==> src/rtl/jar_sequence_player.sv <==
// Digit sequence player: steps through a table of hex digits at a selectable
// rate and shows the current digit on a 7-segment output. It can loop forwards
// or backwards, or play once and stop in DONE.
//
// state | meaning
// IDLE  | paused, prescaler held, waiting for run
// RUN   | prescaler counting, index steps on each tick
// DONE  | one-shot finished at end position, flag held high until run drops
module jar_sequence_player #(
  parameter int                 DEPTH = 32,
  parameter logic [DEPTH*4-1:0] SEQ   = (DEPTH*4)'(128'hFEDCBA9876543210FEDCBA9876543210)
) (
  input  logic [7:0] io_in,
  output logic [7:0] io_out
);

  localparam int             IW   = $clog2(DEPTH);
  localparam logic [IW-1:0]  LAST = IW'(DEPTH - 1);

  typedef enum logic [1:0] {IDLE, RUN, DONE} state_t;

  logic       clk;
  logic       rst_n;
  logic       oe;
  logic       run;
  logic       dir;
  logic [1:0] speed;
  logic       oneshot;

  assign clk     = io_in[0];
  assign rst_n   = io_in[1];
  assign oe      = io_in[2];
  assign run     = io_in[3];
  assign dir     = io_in[4];
  assign speed   = io_in[6:5];
  assign oneshot = io_in[7];

  state_t        state_q, state_d;
  logic [IW-1:0] idx_q, idx_d;
  logic [5:0]    presc_q;
  logic [3:0]    digit_q;
  logic          wrap_q;
  logic [5:0]    presc_lim;
  logic          tick;
  logic          at_end;
  logic          done_hit;
  logic [6:0]    seg_dec;

  // Terminal count for the prescaler; ">=" so lowering speed mid-count ticks at once.
  always_comb begin
    presc_lim = 6'd0;
    case (speed)
      2'd0: presc_lim = 6'd0;
      2'd1: presc_lim = 6'd3;
      2'd2: presc_lim = 6'd15;
      2'd3: presc_lim = 6'd63;
      default: presc_lim = 6'd0;
    endcase
  end

  // Next-state and next-index logic; index freezes on the tick that enters DONE.
  always_comb begin
    state_d  = state_q;
    idx_d    = idx_q;
    tick     = (state_q == RUN) && (presc_q >= presc_lim);
    at_end   = dir ? (idx_q == '0) : (idx_q == LAST);
    done_hit = tick && oneshot && at_end;

    if (tick && !done_hit) begin
      if (dir)
        idx_d = (idx_q == '0) ? LAST : idx_q - 1'b1;
      else
        idx_d = (idx_q == LAST) ? '0 : idx_q + 1'b1;
    end

    case (state_q)
      IDLE: if (run) state_d = RUN;
      RUN: begin
        if (!run)          state_d = IDLE;
        else if (done_hit) state_d = DONE;
      end
      DONE: begin
        if (!run) begin
          state_d = IDLE;
          idx_d   = dir ? LAST : '0;
        end
      end
      default: state_d = IDLE;
    endcase
  end

  // State, index, prescaler, digit and wrap-pulse registers.
  always_ff @(posedge clk or negedge rst_n) begin
    if (!rst_n) begin
      state_q <= IDLE;
      idx_q   <= '0;
      presc_q <= 6'd0;
      digit_q <= 4'd0;
      wrap_q  <= 1'b0;
    end else begin
      state_q <= state_d;
      idx_q   <= idx_d;
      if (state_q == RUN)
        presc_q <= tick ? 6'd0 : presc_q + 6'd1;
      digit_q <= SEQ[{idx_q, 2'b00} +: 4];
      wrap_q  <= tick && !done_hit && at_end;
    end
  end

  // Hex digit to active-high segments, bit0 = a .. bit6 = g.
  always_comb begin
    seg_dec = 7'h00;
    case (digit_q)
      4'h0: seg_dec = 7'h3F;
      4'h1: seg_dec = 7'h06;
      4'h2: seg_dec = 7'h5B;
      4'h3: seg_dec = 7'h4F;
      4'h4: seg_dec = 7'h66;
      4'h5: seg_dec = 7'h6D;
      4'h6: seg_dec = 7'h7D;
      4'h7: seg_dec = 7'h07;
      4'h8: seg_dec = 7'h7F;
      4'h9: seg_dec = 7'h6F;
      4'hA: seg_dec = 7'h77;
      4'hB: seg_dec = 7'h7C;
      4'hC: seg_dec = 7'h39;
      4'hD: seg_dec = 7'h5E;
      4'hE: seg_dec = 7'h79;
      4'hF: seg_dec = 7'h71;
      default: seg_dec = 7'h00;
    endcase
  end

  // Flag is the loop wrap pulse or the one-shot done level; never gated by oe.
  always_comb begin
    io_out[6:0] = oe ? seg_dec : 7'h00;
    io_out[7]   = wrap_q | (state_q == DONE);
  end

endmodule

==> config.mk <==
export PLATFORM = sky130hd
export DESIGN_NAME = jar_sequence_player
export DESIGN_NICKNAME = d
export VERILOG_FILES = /design/src/rtl/jar_sequence_player.sv
export SDC_FILE = /design/constraint.sdc
export NUM_CORES = 1
export LEC_CHECK = 0
export ABC_AREA = 1
export CAP_MARGIN = 10
export CORE_ASPECT_RATIO = 2
export CORE_MARGIN = 3
export CORE_UTILIZATION = 45
export DETAILED_ROUTE_END_ITERATION = 8
export GPL_ROUTABILITY_DRIVEN = 1
export HOLD_SLACK_MARGIN = 0.12
export PLACE_DENSITY_LB_ADDON = 0.12
export SYNTH_ARGS = -nofsm -noshare
export SYNTH_HDL_FRONTEND = slang
export SYNTH_SLANG_ARGS = --single-unit
export TNS_END_PERCENT = 20
==> constraint.sdc <==
create_clock -name io_in -period 3.32 [get_ports io_in]
set_input_delay 0.664 -clock io_in [delete_from_list [all_inputs] [get_ports io_in]]
set_output_delay 0.664 -clock io_in [all_outputs]
set_load 0.05 [all_outputs]
==> results of run 1 <==
-- what timing repair did --
item                       CTS
pin swaps                   14
setup buffers                7
cloned                       0
resized for setup           42
setup endpoints to repair   21
hold endpoints to repair     0
-- cell usage after synthesis --
master,count,share of area [%]
a21boi_1,1,0.53
xor2_1,3,1.9
ha_1,15,13
clkbuf_1,1,0.27
nor3_1,4,1.4
inv_2,3,0.80
a21boi_0,1,0.53
xnor2_1,1,0.62
or2_2,2,0.89
nor4_2,1,0.89
nand2_2,4,1.8
o21ai_0,9,3.2
nor2_4,1,0.80
nor2_1,20,5.3
a21o_1,1,0.53
nor2_2,1,0.44
nand3_4,1,1.2
buf_4,1,0.53
o211ai_1,1,0.53
nand3_1,15,5.3
nor3b_1,1,0.53
dfrtp_1,18,32
a21oi_1,7,2.5
clkinv_1,1,0.27
inv_1,30,8.0
a311oi_1,1,0.62
nand2_1,41,11
nand2_4,1,0.80
nand4_1,6,2.7
a31oi_1,1,0.44
nand3_2,1,0.71
-- per-stage QoR --
stage | hold slack, ns | utilization, % | setup slack [ns] | area, um^2
floorplan | -0.296 | - | 0.469 | 1410
global placement | -0.296 | 51.0 | 0.188 | 1520
detailed placement | -0.296 | 51.0 | 0.188 | 1520
CTS | -0.334 | 94.9 | -0.0422 | 2830
-- metal layers --
layer,GRT usage [%],overflow
met5,30.8,1
met4,148,207
met3,78.3,10
met1,30.3,0
met2,38.3,1
-- cells by family after synthesis --
group	synth area share, %
AND/OR/NAND/NOR	33.7
buffers and inverters	9.83
AO/OA/AOI/OAI	8.86
flip-flops	31.9
adder cells (fa/ha/maj)	13.3
XOR/XNOR	2.48
==> summary.md, run 1 <==
| Metric | Value |
|---|---|
| Die height | 85.2 um |
| Synth Cell Area | 1410 um^2 |
| Cts hold-fix bufs | 0 |
| Global Route Usage Sum | 60.2% |
| Status | stopped before the end |
| Placed insts | 230 |
| GRT worst endpoint | idx_q[0]$_DFF_PN0_/D |
| Error | [ERROR GRT-0232] Routing congestion too high. Check the congestion heatmap in the GUI. |
| Synth unique cells | 31 |
| Stop stage | global routing |
| Grt ovf | 219 |
| DP Wirelength | 2430 um |
| GPL Wtd Cong | 0.795 |
| Seq cells post-synth | 18 |
| Die extent in x | 45.6 um |
| Cell Rows | 28 |
| Starting density of the core | 47.4% |
| Maximum number of pins on one net before global-route repair | 11 |
| Worst endpoint type | sequential cell input |
| # IOs | 16 |
| Syn Nets | 217 |
| Syn avg cell area | 7.28 um^2 |
| Ys Warns | 0 |
| Cell count after synthesis | 194 |
| Sequential share of the synthesized area | 31.9% |
| Port Buffers | 8 |
==> run 2: changes to the inputs <==
Settings changed: CORE_ASPECT_RATIO 2 to unset, CORE_UTILIZATION 45 to 30, HOLD_SLACK_MARGIN 0.12 to unset, PLACE_DENSITY_LB_ADDON 0.12 to 0.15.
==> summary.md, run 2 <==
| Metric | Value |
|---|---|
| RSZ-0062 raised after global routing | yes |
| PwrDens | 1660 nW/um^2 |
| Die extent in x | 74.6 um (+64%) |
| Yosys top cell area share | 31.9% (unchanged) |
| Highest routed layer | met4 |
| Seq cells post-synth | 18 (unchanged) |
| Syn avg cell area | 7.28 um^2 (unchanged) |
| Final worst slack | -0.0108 ns |
| WL met1 | 1720 um |
| Fin. max-slew vios | 0 |
| Global Route Usage Sum | 23.5% |
| Hold Fails Final Rpt | 18 |
| Grt ovf | 0 |
| Via count | 1840 |
| Die ar. | 5570 um^2 |
| WL met2 | 2220 um |
| # IOs | 16 (unchanged) |
| Cell count after synthesis | 194 (unchanged) |
| Core Area | 4440 um^2 |
| Critical path type | clock port to output port |
| Placed insts | 252 (+9.6%) |
| Global-route wire length before repair | 9340 um |
| Post-synth top cells | nand2_1, inv_1, nor2_1 |
| Slowest stage delay, CP | 0.41 ns |
| Top cell by count, worst path | clkbuf_8 |
| Slowest cell on crit path | dlygate4sd2_1 |
| Vias in the first global route | 2764 |
| Clock skew | 0.00250 ns |
| CP endpoint kind | output port |
| Inserted Diodes | 0 |
| Clock transition at path regs | 0.07 ns |
| Most common cell in the netlist | nand2_1 |
| FF-to-FF End | idx_q[0]$_DFF_PN0_ |
| Tightest Hold Check Type | clock port to asynchronous set/reset pin |
| Sum of negative setup slack | -0.0108 ns |
| Synth unique cells | 31 (unchanged) |
| Number of remaining DRC errors | 0 |
| Vias per cell | 5.15 |
| Largest regs | presc_q: 6 flops, idx_q: 5 flops, digit_q: 4 flops |
| Nets | 316 |
| CP delay by family, top | buffers and inverters |
| Violations in the final reports | negative hold slack, negative setup slack |
| WHS | -0.328 ns |
| Drt first-iter violations | 199 |
| Startpoint types | clock port |
| DR pass1 iterations | 8 |
| Worst-skew pair later-pin latency | 0.26 ns |
| Flop2flop setup slack | 1.15 ns |
| Sequential share of the synthesized area | 31.9% (unchanged) |
| Cts hold-fix bufs | 0 (unchanged) |
| Post-Layout Cell Count | 357 |
| Area delta synth->final | 98.6% |
| Worst slew margin | 67.3% |
| Commonest non-fill, non-tap cell in the layout | clkbuf_8 |
| Maxcap violations | 0 |
| Routed WL per cell | 14.7 um |
| Worst slew pin tran | 0.489 ns |
| Port Buffers | 8 (unchanged) |
| DR WL met3 | 808 um |
| WP buf/inv | 5 |
| EDFF count, synth | 0 (unchanged) |
| CTS tree | built |
| Maximum number of pins on one net before global-route repair | 11 |
| Commonest cells after routing, fill and taps aside | clkbuf_8, inv_1, nand2_1 |
| Die height | 74.6 um (-12%) |
| WL final | 5240 um |
| DP Wirelength | 2270 um (-6.7%) |
| Setup crit start | io_in[2] |
| Pre-CTS WS | 0.188 ns (+0.0000220 ns) |
| Cell Rows | 24 (-14%) |
| CP arrival | 2.67 ns |
| Starting density of the core | 31.8% (-16 points) |
| Post-route ant nets | 0 |
| Pleak | 0.00139 uW |
| Commonest register cell after synthesis | dfrtp_1 |
| CP Cell Sequence | clkbuf_8 > clkbuf_8 > nand2_1 > clkbuf_8 > clkbuf_8 > nor2_1 > dlygate4sd2_1 |
| Ranking of synthesized cells by area | dfrtp_1, ha_1, nand2_1 |
| Max FO, Critical Path | 2 |
| Top reg by flops | presc_q |
| Synth Cell Area | 1410 um^2 (unchanged) |
| Antenna violations before repair | 0 |
| Worst vdd ir | 641 uV |
| Number of setup violations in the final report | 1 |
| Area leader, netlist | dfrtp_1 |
| FF-to-FF Start | idx_q[0]$_DFF_PN0_ |
| Syn Nets | 217 (unchanged) |
| Post-synth ARST share | 100% (unchanged) |
| WP data required | 2.66 ns |
| Cell area after layout | 2810 um^2 |
| Placed inst area | 1550 um^2 (+1.8%) |
| Share of layout cells above drive strength 1 | 38.4% |
| Status | finished, violations left |
| Ys Warns | 0 (unchanged) |
| GPL Wtd Cong | 0.797 (+0.23%) |
| Largest register FFs | 6 |
| FF-to-FF path depth | 15 |
-- run 2: cell counts after synthesis --
No cell type changed its count.
-- run 2: worst reg2reg max path, cell delays in order, from the launching register on --
cell and delay [ns]:
dfrtp_1 0.47, ha_1 0.24, nand2_1 0.08, nor2_1 0.05
ha_1 0.19, nand2_1 0.10, nand2_2 0.10, nand2_4 0.08
clkbuf_8 0.13, clkbuf_8 0.13, nand3_4 0.09, buf_8 0.14
nand2_1 0.05, nand3_1 0.08, nand2_1 0.09, inv_1 0.05
-- run 2: timing repair --
action,CTS,global route
gates resized for setup,26,7
pin swaps,9,3
gates cloned,0,0
setup endpoints to repair,21,8
buffers inserted,4,0
-- run 2: kinds of logic (layout without fill, tap and decap cells) --
family | count (synthesis) | after routing | synth area share (%)
compound gates | 22 | 22 | 8.86
xor+xnor | 4 | 4 | 2.48
fa+ha+maj | 15 | 15 | 13.3
buf+inv | 36 | 147 | 9.83
flops | 18 | 18 | 31.9
simple gates | 99 | 99 | 33.7
-- run 2: routing by layer --
layer	vias to the layer above	track usage, %
met4	0	50.0
li1	837	-
met2	148	18.4
met1	793	13.5
met5	-	3.70
met3	62	31.8
-- run 2: report_power, final --
group | switching (uW) | total, uW | leakage (uW) | internal, uW
registers | 0 | 236 | 0.000256 | 236
logic | 0 | 0.000157 | 0.000157 | 0
clock network | 1890 | 4420 | 0.000981 | 2530
-- run 2: how the worst max path moves through the flow --
| stage | end | cells after the start |
|---|---|---|
| final | io_out[5] | 7 |
| after global routing | io_out[5] | 7 |
| after CTS | io_out[0] | 7 |
| after detailed placement | io_out[0] | 3 |
| after global placement | io_out[0] | 3 |
| after floorplan | presc_q[2]$_DFFE_PN0N_ | 12 |
-- run 2: cell type report --
class | count | area, um^2
Fill cell | 369 | 1640
Clock buffer | 89 | 1090
Multi-Input combinational cell | 140 | 915
Sequential cell | 18 | 450
Clock inverter | 40 | 210
Tap cell | 52 | 65.1
Inverter | 17 | 63.8
Timing Repair Buffer | 1 | 10.0
-- run 2: through the flow --
stage	total power, uW	hold slack (ns)	util [%]
after floorplan	1250	-0.296	-
final	4650	-0.328	63.1
after detailed placement	1410	-0.296	34.8
after global routing	5040	-0.335	63.1
after global placement	1410	-0.296	34.8
after CTS	4740	-0.321	62.7
Note: power is estimated with default switching activity, not from simulation.
==> edit 1 (config.mk and constraints of run 2) <==
Change the parameter `DEPTH` from 32 to 16.
--- a/src/rtl/jar_sequence_player.sv
+++ b/src/rtl/jar_sequence_player.sv
@@ -7,7 +7,7 @@
 // RUN   | prescaler counting, index steps on each tick
 // DONE  | one-shot finished at end position, flag held high until run drops
 module jar_sequence_player #(
-  parameter int                 DEPTH = 32,
+  parameter int                 DEPTH = 16,
   parameter logic [DEPTH*4-1:0] SEQ   = (DEPTH*4)'(128'hFEDCBA9876543210FEDCBA9876543210)
 ) (
   input  logic [7:0] io_in,
Behaviour: no difference found for any inputs over 10 cycles, from zero or initial values; that may be too few to reach the edited logic, so the function may still have changed.
==> edit 1 against run 2 <==
The run ends with negative hold slack left; routed wire length up 16%; area after synthesis decreased by 3.1%; highest routed layer is now met5; sequential cell count shrank 1; final cell count fell by 4.8%; worst setup slack gained 86 ps; critical path type is now clock port to register; power decreased by 0.86%; critical endpoint is now idx_q[3]; synthesized cell count decreased by 2.1%; final area fell by 4.0%; register-to-register slack got worse by 130 ps; critical path depth is 12 higher.
==> edit 1: results <==
outcome:
  status: "finished with violations"
  violations: "negative hold slack"
timing:
  hold_ws_ps: -316
  finClkSkew_ps: 3.73
  hold_viol: 17
  tightest_slew_ps: 495
synth:
  synthCells: 190
  synth_xor_area_share_pct: 1.28
  synth-adder-area-share_pct: 12.8
  netlist_top_cells_count: "nand2_1, inv_1, dfrtp_1, nor2_1, ha_1"
  synth.distinct_cells: 30
  yosysSeqAreaShare_pct: 31.1
  synth_compound_area_share_pct: 8.68
  synthesis.nets: 212
  synth_area_leaders: "dfrtp_1, ha_1, nand2_1"
place:
  place.gp.congestion: 0.832
  placed_cells: 244
  pre_cts_slack_ps: 164
  hpwl_mm: 2.14
power:
  leakagePower_uw: 0.00132
  clkPwrFrac_pct: 95.2
  internal_power_uw: 2620
  vdd_ir_drop_max_v: 0.000939
  switching_power_uw: 1990
grt:
  grt_max_degree: 14
  globalRouteMet2Util_pct: 23.5
  grt_use_met1_pct: 14.5
  gr-usage-met3_pct: 38.7
layout:
  finalNetCount: 300
  drive_above_1_share_pct: 37.9
  n_fill_cell: 305
  reg_top3: "presc_q x6, digit_q x4, idx_q x4"
route:
  wl_mm: 6.08
  wl_per_cell_um: 17.9
  dr.first_iter.drc_count: 303
  met2WireLength_mm: 2.57
  drtPass1Iterations: 6
  wl_met3_um: 871
  drt-met1-wl_mm: 2.04
worst_setup_path:
  cpMaxStageDelayCell: "ha_4"
  crit_arrival_ps: 3390
  max_stage_delay_ps: 250
  cp_max_fo: 3
clocking:
  cts_setup_buffers: 2
  cts_resized: 24
[edit 1: cell types whose count changed after synthesis, moves of 2 or more]
cell     change
nand2_2      -2
buf_6        +2
nand3_1      -2
inv_1        +4
nor2_1       -3
nand2_1      +3
[edit 1: kinds of logic after synthesis]
| family | Yosys count |
|---|---|
| flip-flops | 17 |
| buffers and inverters | 40 |
| XOR/XNOR | 2 |
| AO/OA/AOI/OAI | 21 |
| AND/OR/NAND/NOR | 96 |
| adder cells (fa/ha/maj) | 14 |
[edit 1: path summary, 6_finish.rpt]
path | endpoint | slack, ps | start
max | idx_q[3] | 80 | io_in[5]
min | presc_q[1] | -320 | io_in[1]
max reg2reg | idx_q[3] | 1020 | idx_q[0]
min reg2reg | state_q[0] | 520 | state_q[0]
max in group asynchronous | idx_q[0] | 3520 | io_in[1]
min in group io_in | state_q[1] | 140 | io_in[3]
[edit 1: area by class of cell]
| class | instances | area share [%] |
|---|---|---|
| Sequential cell | 17 | 15.8 |
| Clock inverter | 39 | 6.55 |
| Clock buffer | 82 | 38.3 |
| Multi-Input combinational cell | 133 | 34.2 |
| Timing Repair Buffer | 1 | 0.372 |
| Inverter | 18 | 2.51 |
| Tap cell | 50 | 2.32 |
[edit 1: metrics by stage]
step	utilization [%]	area, um2
6_report	64.1	2690
5_1_grt	64.1	2690
4_1_cts	62.8	2640
3_5_place_dp	35.1	1480
3_3_place_gp	35.1	1480
2_1_floorplan	-	1370
[edit 1: worst reg2reg max path: stages, from the launching register on]
cell and delay [ps]:
dfrtp_1 490, inv_1 160, ha_1 290, nand3_2 120
clkbuf_8 140, clkbuf_8 120, nand2_2 60, nand2_4 70
clkbuf_8 130, clkbuf_8 120, nand3_4 100, clkbuf_8 170
nand2_1 60, nand2_1 50, nor2_1 80, nor2_1 40
==> edit 2 (settings of run 2) <==
Made on the original files. Reset style: synchronous (`rst_n`), changed in one clocked block.
--- a/src/rtl/jar_sequence_player.sv
+++ b/src/rtl/jar_sequence_player.sv
@@ -90,7 +90,7 @@
   end
 
   // State, index, prescaler, digit and wrap-pulse registers.
-  always_ff @(posedge clk or negedge rst_n) begin
+  always_ff @(posedge clk) begin
     if (!rst_n) begin
       state_q <= IDLE;
       idx_q   <= '0;
Behaviour: not the same (Yosys sat finds a counterexample within 4 cycles, from zero or initial values; the reset may be asserted at any time).
==> edit 2 against run 2 <==
The flow now stops in 5_1_grt; synthesized cell count up 12%; area after synthesis up 4.0%.
==> edit 2: results <==
synth:
  netlist_top_cells_count: "nand2_1, inv_1, nor2_1"
  synthesis.nets: 243
  ys.flop_type: "dfxtp_1"
  synth_area_leaders: "dfxtp_1, nand2_1, ha_1"
  ys_seq_elements: 21
  synth.distinct_cells: 26
  yosysSeqAreaShare_pct: 28.6
  ys_warn_count: 0
  synthArstFlopShare_pct: 0
grt:
  grt_max_degree: 13
floorplanning:
  die_w_um: 76.0
place:
  post_dp_cell_area_um2: 1610
  port_buffers: 8
  hpwl_mm: 2.29
  place.gp.congestion: 0.791
outcome:
  stop_stage: "5_1_grt"
  status: "aborted with a tool error"
  stop_error: "[ERROR GRT-0183] Net clknet_0__063__regs: the 3D maze router ran out of legal paths (heap underflow) - the net is boxed in by local congestion or blockages."
==> edit 2: cell count changes after synthesis, sizes merged, moves of 2 or more <==
cell / change
inv: +8
dfrtp: -18
a21boi: -2
nand2: +17
nand3: -6
nor3: -3
nor2: +6
ha: +2
dfxtp: +21
==> edit 2: kinds of logic after synthesis <==
kind of cell | synth area share, %
adder cells (fa/ha/maj) | 14.5
AO/OA/AOI/OAI | 6.81
XOR/XNOR | 2.98
buffers and inverters | 11.6
AND/OR/NAND/NOR | 34.8
multiplexers | 0.681
flip-flops | 28.6
==> edit 2: per-stage QoR <==
stage	util (%)	TNS, ps	hold WS, ps	instances	setup WS, ps
2_1_floorplan	-	0	171	218	425
3_3_place_gp	35.6	0	146	289	253
4_1_cts	85.8	-50.2	231	479	-23.1
3_5_place_dp	35.6	0	146	289	253
==> edit 2: timing repair <==
action / CTS
gates cloned: 0
resized for setup: 42
setup buffers: 6
pin swaps: 15
endpoints found under the setup margin: 23
endpoints found under the hold margin: 0
